$ cat src/rtl/mips_pkg.sv
// Shared MIPS definitions: opcodes, ALU op classes and the ID/EX control bundle.
package mips_pkg;

    localparam int REG_AW = 5;

    localparam logic [5:0] OP_RTYPE = 6'b000000;
    localparam logic [5:0] OP_LW    = 6'b100011;
    localparam logic [5:0] OP_SW    = 6'b101011;
    localparam logic [5:0] OP_BEQ   = 6'b000100;

    localparam logic [1:0] ALUOP_ADD   = 2'b00;
    localparam logic [1:0] ALUOP_SUB   = 2'b01;
    localparam logic [1:0] ALUOP_FUNCT = 2'b10;

    typedef struct packed {
        logic       regdst;
        logic       alusrc;
        logic       memread;
        logic       memwrite;
        logic       memtoreg;
        logic       regwrite;
        logic       branch;
        logic [1:0] aluop;
    } ctrl_t;

    localparam ctrl_t CTRL_NOP = '{
        regdst: 1'b0, alusrc: 1'b0, memread: 1'b0, memwrite: 1'b0,
        memtoreg: 1'b0, regwrite: 1'b0, branch: 1'b0, aluop: 2'b00
    };

endpackage

$ cat src/rtl/id_stage_if.sv
// Decode-stage bundle: IF/ID inputs, writeback and hazard inputs, ID/EX outputs.
interface id_stage_if #(
    parameter int DATA_W = 32
) ();
    import mips_pkg::*;

    logic [31:0]        instr;
    logic [DATA_W-1:0]  npc;
    logic               wb_en;
    logic [REG_AW-1:0]  wb_addr;
    logic [DATA_W-1:0]  wb_data;
    logic               ex_memread;
    logic [REG_AW-1:0]  ex_rt;
    logic               flush;
    logic               stall;
    logic [DATA_W-1:0]  npcout;
    logic [DATA_W-1:0]  rd1out;
    logic [DATA_W-1:0]  rd2out;
    logic [DATA_W-1:0]  immout;
    logic [REG_AW-1:0]  rtout;
    logic [REG_AW-1:0]  rdout;
    logic               regdst;
    logic               alusrc;
    logic               memread;
    logic               memwrite;
    logic               memtoreg;
    logic               regwrite;
    logic               branch;
    logic [1:0]         aluop;

    modport slave (
        input  instr, npc, wb_en, wb_addr, wb_data, ex_memread, ex_rt, flush,
        output stall, npcout, rd1out, rd2out, immout, rtout, rdout,
        output regdst, alusrc, memread, memwrite, memtoreg, regwrite, branch, aluop
    );

    modport master (
        output instr, npc, wb_en, wb_addr, wb_data, ex_memread, ex_rt, flush,
        input  stall, npcout, rd1out, rd2out, immout, rtout, rdout,
        input  regdst, alusrc, memread, memwrite, memtoreg, regwrite, branch, aluop
    );

endinterface

$ cat src/rtl/reg_file.sv
// 32-entry register file: one synchronous write port, two async read ports
// with write-through bypass, register 0 hardwired to zero.
module reg_file
    import mips_pkg::*;
#(
    parameter int DATA_W  = 32,
    parameter int REG_CNT = 32
) (
    input  logic              clk,
    input  logic              rst_n,
    input  logic              wb_en,
    input  logic [REG_AW-1:0] wb_addr,
    input  logic [DATA_W-1:0] wb_data,
    input  logic [REG_AW-1:0] rs,
    input  logic [REG_AW-1:0] rt,
    output logic [DATA_W-1:0] rd1,
    output logic [DATA_W-1:0] rd2
);

    logic [DATA_W-1:0] regs_r [REG_CNT];

    // Register storage: async clear, writes to register 0 dropped.
    always_ff @(posedge clk or negedge rst_n) begin
        if (!rst_n) begin
            for (int i = 0; i < REG_CNT; i++) begin
                regs_r[i] <= '0;
            end
        end else if (wb_en && (wb_addr != 5'd0)) begin
            regs_r[wb_addr] <= wb_data;
        end
    end

    // Read port 1: same-cycle writeback wins over stored value.
    always_comb begin
        rd1 = '0;
        if (rs == 5'd0) begin
            rd1 = '0;
        end else if (wb_en && (wb_addr == rs)) begin
            rd1 = wb_data;
        end else begin
            rd1 = regs_r[rs];
        end
    end

    // Read port 2: same bypass rule as port 1.
    always_comb begin
        rd2 = '0;
        if (rt == 5'd0) begin
            rd2 = '0;
        end else if (wb_en && (wb_addr == rt)) begin
            rd2 = wb_data;
        end else begin
            rd2 = regs_r[rt];
        end
    end

endmodule

$ cat src/rtl/id_stage.sv
// MIPS instruction-decode stage: register read, immediate extend, main control,
// load-use hazard detection and the ID/EX pipeline register.
module id_stage
    import mips_pkg::*;
#(
    parameter int DATA_W  = 32,
    parameter int REG_CNT = 32
) (
    input  logic     clk,
    input  logic     rst_n,
    id_stage_if.slave bus
);

    logic [5:0]        op_s;
    logic [REG_AW-1:0] rs_s;
    logic [REG_AW-1:0] rt_s;
    logic [REG_AW-1:0] rd_s;
    logic [DATA_W-1:0] imm_s;
    logic [DATA_W-1:0] rd1_s;
    logic [DATA_W-1:0] rd2_s;
    ctrl_t             ctrl_s;
    ctrl_t             ctrl_next_s;
    logic              stall_s;

    ctrl_t             ctrl_r;
    logic [DATA_W-1:0] npc_r;
    logic [DATA_W-1:0] rd1_r;
    logic [DATA_W-1:0] rd2_r;
    logic [DATA_W-1:0] imm_r;
    logic [REG_AW-1:0] rt_r;
    logic [REG_AW-1:0] rd_r;

    assign op_s  = bus.instr[31:26];
    assign rs_s  = bus.instr[25:21];
    assign rt_s  = bus.instr[20:16];
    assign rd_s  = bus.instr[15:11];
    assign imm_s = {{(DATA_W-16){bus.instr[15]}}, bus.instr[15:0]};

    reg_file #(
        .DATA_W  (DATA_W),
        .REG_CNT (REG_CNT)
    ) u_reg_file (
        .clk     (clk),
        .rst_n   (rst_n),
        .wb_en   (bus.wb_en),
        .wb_addr (bus.wb_addr),
        .wb_data (bus.wb_data),
        .rs      (rs_s),
        .rt      (rt_s),
        .rd1     (rd1_s),
        .rd2     (rd2_s)
    );

    // Main control decode; unknown opcodes become a bubble.
    always_comb begin
        ctrl_s = CTRL_NOP;
        case (op_s)
            OP_RTYPE: begin
                ctrl_s.regdst   = 1'b1;
                ctrl_s.regwrite = 1'b1;
                ctrl_s.aluop    = ALUOP_FUNCT;
            end
            OP_LW: begin
                ctrl_s.alusrc   = 1'b1;
                ctrl_s.memread  = 1'b1;
                ctrl_s.memtoreg = 1'b1;
                ctrl_s.regwrite = 1'b1;
                ctrl_s.aluop    = ALUOP_ADD;
            end
            OP_SW: begin
                ctrl_s.alusrc   = 1'b1;
                ctrl_s.memwrite = 1'b1;
                ctrl_s.aluop    = ALUOP_ADD;
            end
            OP_BEQ: begin
                ctrl_s.branch   = 1'b1;
                ctrl_s.aluop    = ALUOP_SUB;
            end
            default: begin
                ctrl_s = CTRL_NOP;
            end
        endcase
    end

    // Load-use hazard is checked on raw fields, whatever the opcode.
    assign stall_s = bus.ex_memread && (bus.ex_rt != 5'd0) &&
                     ((bus.ex_rt == rs_s) || (bus.ex_rt == rt_s));

    // Stall or flush inserts a bubble into the control half of ID/EX only.
    always_comb begin
        ctrl_next_s = CTRL_NOP;
        if (stall_s || bus.flush) begin
            ctrl_next_s = CTRL_NOP;
        end else begin
            ctrl_next_s = ctrl_s;
        end
    end

    // ID/EX pipeline register.
    always_ff @(posedge clk or negedge rst_n) begin
        if (!rst_n) begin
            ctrl_r <= CTRL_NOP;
            npc_r  <= '0;
            rd1_r  <= '0;
            rd2_r  <= '0;
            imm_r  <= '0;
            rt_r   <= 5'd0;
            rd_r   <= 5'd0;
        end else begin
            ctrl_r <= ctrl_next_s;
            npc_r  <= bus.npc;
            rd1_r  <= rd1_s;
            rd2_r  <= rd2_s;
            imm_r  <= imm_s;
            rt_r   <= rt_s;
            rd_r   <= rd_s;
        end
    end

    assign bus.stall    = stall_s;
    assign bus.npcout   = npc_r;
    assign bus.rd1out   = rd1_r;
    assign bus.rd2out   = rd2_r;
    assign bus.immout   = imm_r;
    assign bus.rtout    = rt_r;
    assign bus.rdout    = rd_r;
    assign bus.regdst   = ctrl_r.regdst;
    assign bus.alusrc   = ctrl_r.alusrc;
    assign bus.memread  = ctrl_r.memread;
    assign bus.memwrite = ctrl_r.memwrite;
    assign bus.memtoreg = ctrl_r.memtoreg;
    assign bus.regwrite = ctrl_r.regwrite;
    assign bus.branch   = ctrl_r.branch;
    assign bus.aluop    = ctrl_r.aluop;

endmodule

$ cat src/flat_wrapper.sv
// flat-port wrapper written by rule: the top's interface ports become plain ports
module id_stage_flat import mips_pkg::*;
#(
    parameter int DATA_W  = 32,
    parameter int REG_CNT = 32
)
  (clk, rst_n, bus_instr, bus_npc, bus_wb_en, bus_wb_addr, bus_wb_data, bus_ex_memread, bus_ex_rt, bus_flush, bus_stall, bus_npcout, bus_rd1out, bus_rd2out, bus_immout, bus_rtout, bus_rdout, bus_regdst, bus_alusrc, bus_memread, bus_memwrite, bus_memtoreg, bus_regwrite, bus_branch, bus_aluop);
  id_stage_if #(.DATA_W(DATA_W)) bus_i ();
  input  logic clk;
  input  logic rst_n;
  input wire logic [$bits(bus_i.instr)-1:0] bus_instr;
  input wire logic [$bits(bus_i.npc)-1:0] bus_npc;
  input wire logic [$bits(bus_i.wb_en)-1:0] bus_wb_en;
  input wire logic [$bits(bus_i.wb_addr)-1:0] bus_wb_addr;
  input wire logic [$bits(bus_i.wb_data)-1:0] bus_wb_data;
  input wire logic [$bits(bus_i.ex_memread)-1:0] bus_ex_memread;
  input wire logic [$bits(bus_i.ex_rt)-1:0] bus_ex_rt;
  input wire logic [$bits(bus_i.flush)-1:0] bus_flush;
  output wire logic [$bits(bus_i.stall)-1:0] bus_stall;
  output wire logic [$bits(bus_i.npcout)-1:0] bus_npcout;
  output wire logic [$bits(bus_i.rd1out)-1:0] bus_rd1out;
  output wire logic [$bits(bus_i.rd2out)-1:0] bus_rd2out;
  output wire logic [$bits(bus_i.immout)-1:0] bus_immout;
  output wire logic [$bits(bus_i.rtout)-1:0] bus_rtout;
  output wire logic [$bits(bus_i.rdout)-1:0] bus_rdout;
  output wire logic [$bits(bus_i.regdst)-1:0] bus_regdst;
  output wire logic [$bits(bus_i.alusrc)-1:0] bus_alusrc;
  output wire logic [$bits(bus_i.memread)-1:0] bus_memread;
  output wire logic [$bits(bus_i.memwrite)-1:0] bus_memwrite;
  output wire logic [$bits(bus_i.memtoreg)-1:0] bus_memtoreg;
  output wire logic [$bits(bus_i.regwrite)-1:0] bus_regwrite;
  output wire logic [$bits(bus_i.branch)-1:0] bus_branch;
  output wire logic [$bits(bus_i.aluop)-1:0] bus_aluop;
  assign bus_i.instr = bus_instr;
  assign bus_i.npc = bus_npc;
  assign bus_i.wb_en = bus_wb_en;
  assign bus_i.wb_addr = bus_wb_addr;
  assign bus_i.wb_data = bus_wb_data;
  assign bus_i.ex_memread = bus_ex_memread;
  assign bus_i.ex_rt = bus_ex_rt;
  assign bus_i.flush = bus_flush;
  assign bus_stall = bus_i.stall;
  assign bus_npcout = bus_i.npcout;
  assign bus_rd1out = bus_i.rd1out;
  assign bus_rd2out = bus_i.rd2out;
  assign bus_immout = bus_i.immout;
  assign bus_rtout = bus_i.rtout;
  assign bus_rdout = bus_i.rdout;
  assign bus_regdst = bus_i.regdst;
  assign bus_alusrc = bus_i.alusrc;
  assign bus_memread = bus_i.memread;
  assign bus_memwrite = bus_i.memwrite;
  assign bus_memtoreg = bus_i.memtoreg;
  assign bus_regwrite = bus_i.regwrite;
  assign bus_branch = bus_i.branch;
  assign bus_aluop = bus_i.aluop;
  id_stage #(.DATA_W(DATA_W), .REG_CNT(REG_CNT)) u_core (.clk(clk), .rst_n(rst_n), .bus(bus_i));
endmodule
$ cat config.mk
export PLATFORM = sky130hd
export DESIGN_NAME = id_stage_flat
export DESIGN_NICKNAME = d
export VERILOG_FILES = /design/src/rtl/mips_pkg.sv /design/src/rtl/id_stage_if.sv /design/src/rtl/reg_file.sv /design/src/rtl/id_stage.sv /design/src/flat_wrapper.sv
export SDC_FILE = /design/constraint.sdc
export NUM_CORES = 2
export LEC_CHECK = 0
export CAP_MARGIN = 20
export CORE_MARGIN = 1
export CORE_UTILIZATION = 55
export DETAILED_ROUTE_END_ITERATION = 8
export PLACE_DENSITY = 0.76
export SLEW_MARGIN = 20
export SYNTH_ARGS = -nofsm -noshare
export SYNTH_HDL_FRONTEND = slang
export SYNTH_SLANG_ARGS = --single-unit
$ cat constraint.sdc
create_clock -name clk -period 1.79 [get_ports clk]
set_input_delay 0.2685 -clock clk [delete_from_list [all_inputs] [get_ports clk]]
set_output_delay 0.2685 -clock clk [all_outputs]
set_load 0.05 [all_outputs]
==> metrics <==
Seq pwr share 0.436; Setup WS post-layout -0.183 ns; most common library cells after synthesis dfrtp_1, mux2_2, mux4_2; status complete, but fails checks; FP Rows 118; largest net degree at the start of global routing 102; Tot GR Track Use 0.356; sequential area share after synthesis 0.494; Die Span X approximately 330 um; met2 GRT Util 0.554; Synth Warn # 0; RSZ-0062 raised after global routing yes; Hold Path Class input pin to asynchronous set/reset pin; Ports 259; Yosys top cell by area dfrtp_1; Initial Utilization 0.558; Hold Fails Final Rpt 0; nets 4534; Final min period slightly below 2 ns; Layout area overhead 24.9%; Critical Path AT 2.57 ns; final setup violation count 52; Post-Place Setup Slack -0.752 ns; Clock power frac 0.346; net switching power figure 22.0 mW; placed cell areas between 60000 and 70000 um^2; fin. max-slew vios 0; cells after synthesis 3885; Lkg Pwr 32.2 nW; Crit. End Element flop; Max-slew headroom 0.619; vias 40.7k; reg2reg end u_core.bus.rd1out[0]; skew final 0.0294 ns; Yosys top cell area share 0.494; crit path to u_core.bus.rd1out[0]; first-pass GRT wire length 281 mm; CTS max path bufs 3; clk_lat worst skew 0.74 ns; Post-synth EDFFs 0; clock sink total 1148; clk slew on worst S/H paths 0.07 ns; synthesized flop and latch total 1148; Crit Path Max Fanout 3; FMAX approximately 510 MHz; die area 107000 um^2; grt ovf 0; top cells by area, synth dfrtp_1, mux2_2, mux4_2; Port Buffers between 200 and 300; met1 Usage GRT 0.486; fillcell total 6885; Post-Syn Nets 3996; DRT Wirelength around 190 mm; Via-to-Cell Ratio 6.89; Initial DRT Pass Iterations 6; H-tree Lvls 3; Unique masters post-synth 51; critical path class flop to flop; Post-Syn Area 58100 um^2; Worst Max-Slew Pin Slew 0.571 ns; CTS tree done; fin area between 70000 and 80000 um^2; Die Y-Extent 327 um; layout cells sized above 1 0.536; Final period util 1.10; reg2reg setup slack -0.18 ns; combinational fraction of design power 0.218; CTS Root Buffer Type clkbuf_16; remaining antenna violation count 0; WL/cell about 32 um; DRC viols 0; top-count cell post-synth dfrtp_1; Max VDD drop 0.851 mV; total CTS buffers 119; GR Util met3 0.0847; GRT Max-Usage Layer met2; PD cells between 1000 and 1500 nW/um^2; vias in the first global route 42.5k; RD Place Congestion 0.888; antenna violations before repair 3; worst endpoint required time 2.39 ns; FF-to-FF Start u_core.u_reg_file.regs_r[512]; Async SR Flop Fraction 1.00; max-cap violations 0; failing checks negative setup slack; CP startpoint kind flop; Critical Path Start u_core.u_reg_file.regs_r[512]; internal power 56.7 mW; commonest register cell after synthesis dfrtp_1; Switching Share 0.280; HPWL after detailed placement 124 mm; Detailed Route Iter0 Violations between 4k and 5k; Worst Reg-to-Reg Cells 4; Core ar. ~100000 um^2; Avg Inst Size Synth 15.0 um^2
==> power by group through the flow <==
| stage | combinational, mW | clock (mW) | sequential, mW |
|---|---|---|---|
| 4_1_cts | 16.9 | 27.4 | 34.1 |
| 6_report | 17.1 | 27.2 | 34.3 |
| 3_3_place_gp | 16.1 | 0 | 34.1 |
| 5_1_grt | 18.0 | 28.5 | 34.8 |
| 3_5_place_dp | 16.6 | 0 | 34.5 |
| 2_1_floorplan | 10.4 | 0 | 34.3 |
==> how the worst min path moves through the flow <==
stage | endpoint | slack [ns]
2_1_floorplan | u_core.bus.aluop[0] | -0.03
3_3_place_gp | u_core.u_reg_file.regs_r[534] | 0.18
3_5_place_dp | u_core.u_reg_file.regs_r[534] | 0.18
4_1_cts | u_core.u_reg_file.regs_r[534] | 0.03
5_1_grt | u_core.u_reg_file.regs_r[534] | 0.06
6_report | u_core.u_reg_file.regs_r[534] | 0.06
==> critical path: stages, from the launching register on <==
cell and delay (ns):
dfrtp_1 0.39, mux4_2 0.48, a22o_1 0.27, a2111o_1 0.39, a32o_2 0.31
==> flip-flops by register name, indices dropped and copies added (netlist names) <==
signal and count:
u_core.bus.aluop 2, u_core.bus.alusrc 1, u_core.bus.branch 1, u_core.bus.immout 16, u_core.bus.memread 1, u_core.bus.memwrite 1
u_core.bus.npcout 32, u_core.bus.rd1out 32, u_core.bus.rd2out 32, u_core.bus.regwrite 1, u_core.bus.rtout 5, u_core.u_reg_file.regs_r 1024
==> layout make-up <==
type	instances	area (um^2)	area share
sequential	1148	28700	0.396
multi-input combinational	2269	27600	0.380
timing repair buffer	883	10200	0.141
clock buffer	167	3490	0.0481
tap	1380	1730	0.0238
clock inverter	59	837	0.0115
inverter	2	7.51	0.000103
antenna	1	2.50	0.0000345
==> cells in the final DEF, fill, tap and decap left out, drive strengths merged, types with 8 or more instances in the layout <==
| cell | Yosys | final |
|---|---|---|
| dfrtp | 1148 | 1148 |
| mux2 | 994 | 994 |
| buf | 223 | 667 |
| mux4 | 382 | 382 |
| mux2i | 261 | 261 |
| clkbuf | 243 | 169 |
| clkdlybuf4s50 | 0 | 91 |
| nand2 | 83 | 83 |
| a22oi | 64 | 64 |
| nand4 | 63 | 63 |
| o22ai | 63 | 63 |
| o22a | 62 | 62 |
| a2111o | 62 | 62 |
| clkdlybuf4s15 | 0 | 62 |
| a22o | 62 | 62 |
| a32o | 62 | 62 |
| dlygate4sd3 | 0 | 53 |
| clkinv | 0 | 25 |
| nor2 | 23 | 23 |
| bufinv | 0 | 19 |
| xnor2 | 16 | 16 |
| clkinvlp | 0 | 10 |
| a2111oi | 8 | 8 |
==> kinds of logic after synthesis <==
kind of cell / synth area share
AND/OR/NAND/NOR: 0.0192
multiplexers: 0.386
AO/OA/AOI/OAI: 0.0594
buffers and inverters: 0.0383
flip-flops: 0.494
XOR/XNOR: 0.00301
==> per-layer routing <==
metal	vias to the layer above	wire length [um]
li1	16100	-
met1	21600	73500
met2	2373	87900
met3	546	19500
met4	4	8160
met5	-	26
==> per-stage QoR <==
stage	util	hold slack (ns)	total power, mW	setup TNS [ns]	std cells
floorplan	-	-0.0271	44.8	-8.86	3885
global placement	0.644	0.177	50.2	-603.37	5591
detailed placement	0.644	0.181	51.1	-608.33	5591
CTS	0.695	0.0295	78.5	-4.70	5886
global route	0.697	0.0562	81.3	-4.95	5908
finish	0.697	0.0628	78.7	-3.21	5909
==> what timing repair did <==
| action | in CTS | in global routing |
|---|---|---|
| endpoints found under the setup margin | 145 | 296 |
| hold buffers | 52 | 1 |
| pin swaps | 124 | 75 |
| buffers inserted | 19 | 22 |
| gates resized for setup | 255 | 28 |
| gates cloned | 2 | 0 |
| hold endpoints to repair | 671 | 1 |
No activity file was read; power rests on OpenSTA's default activity.
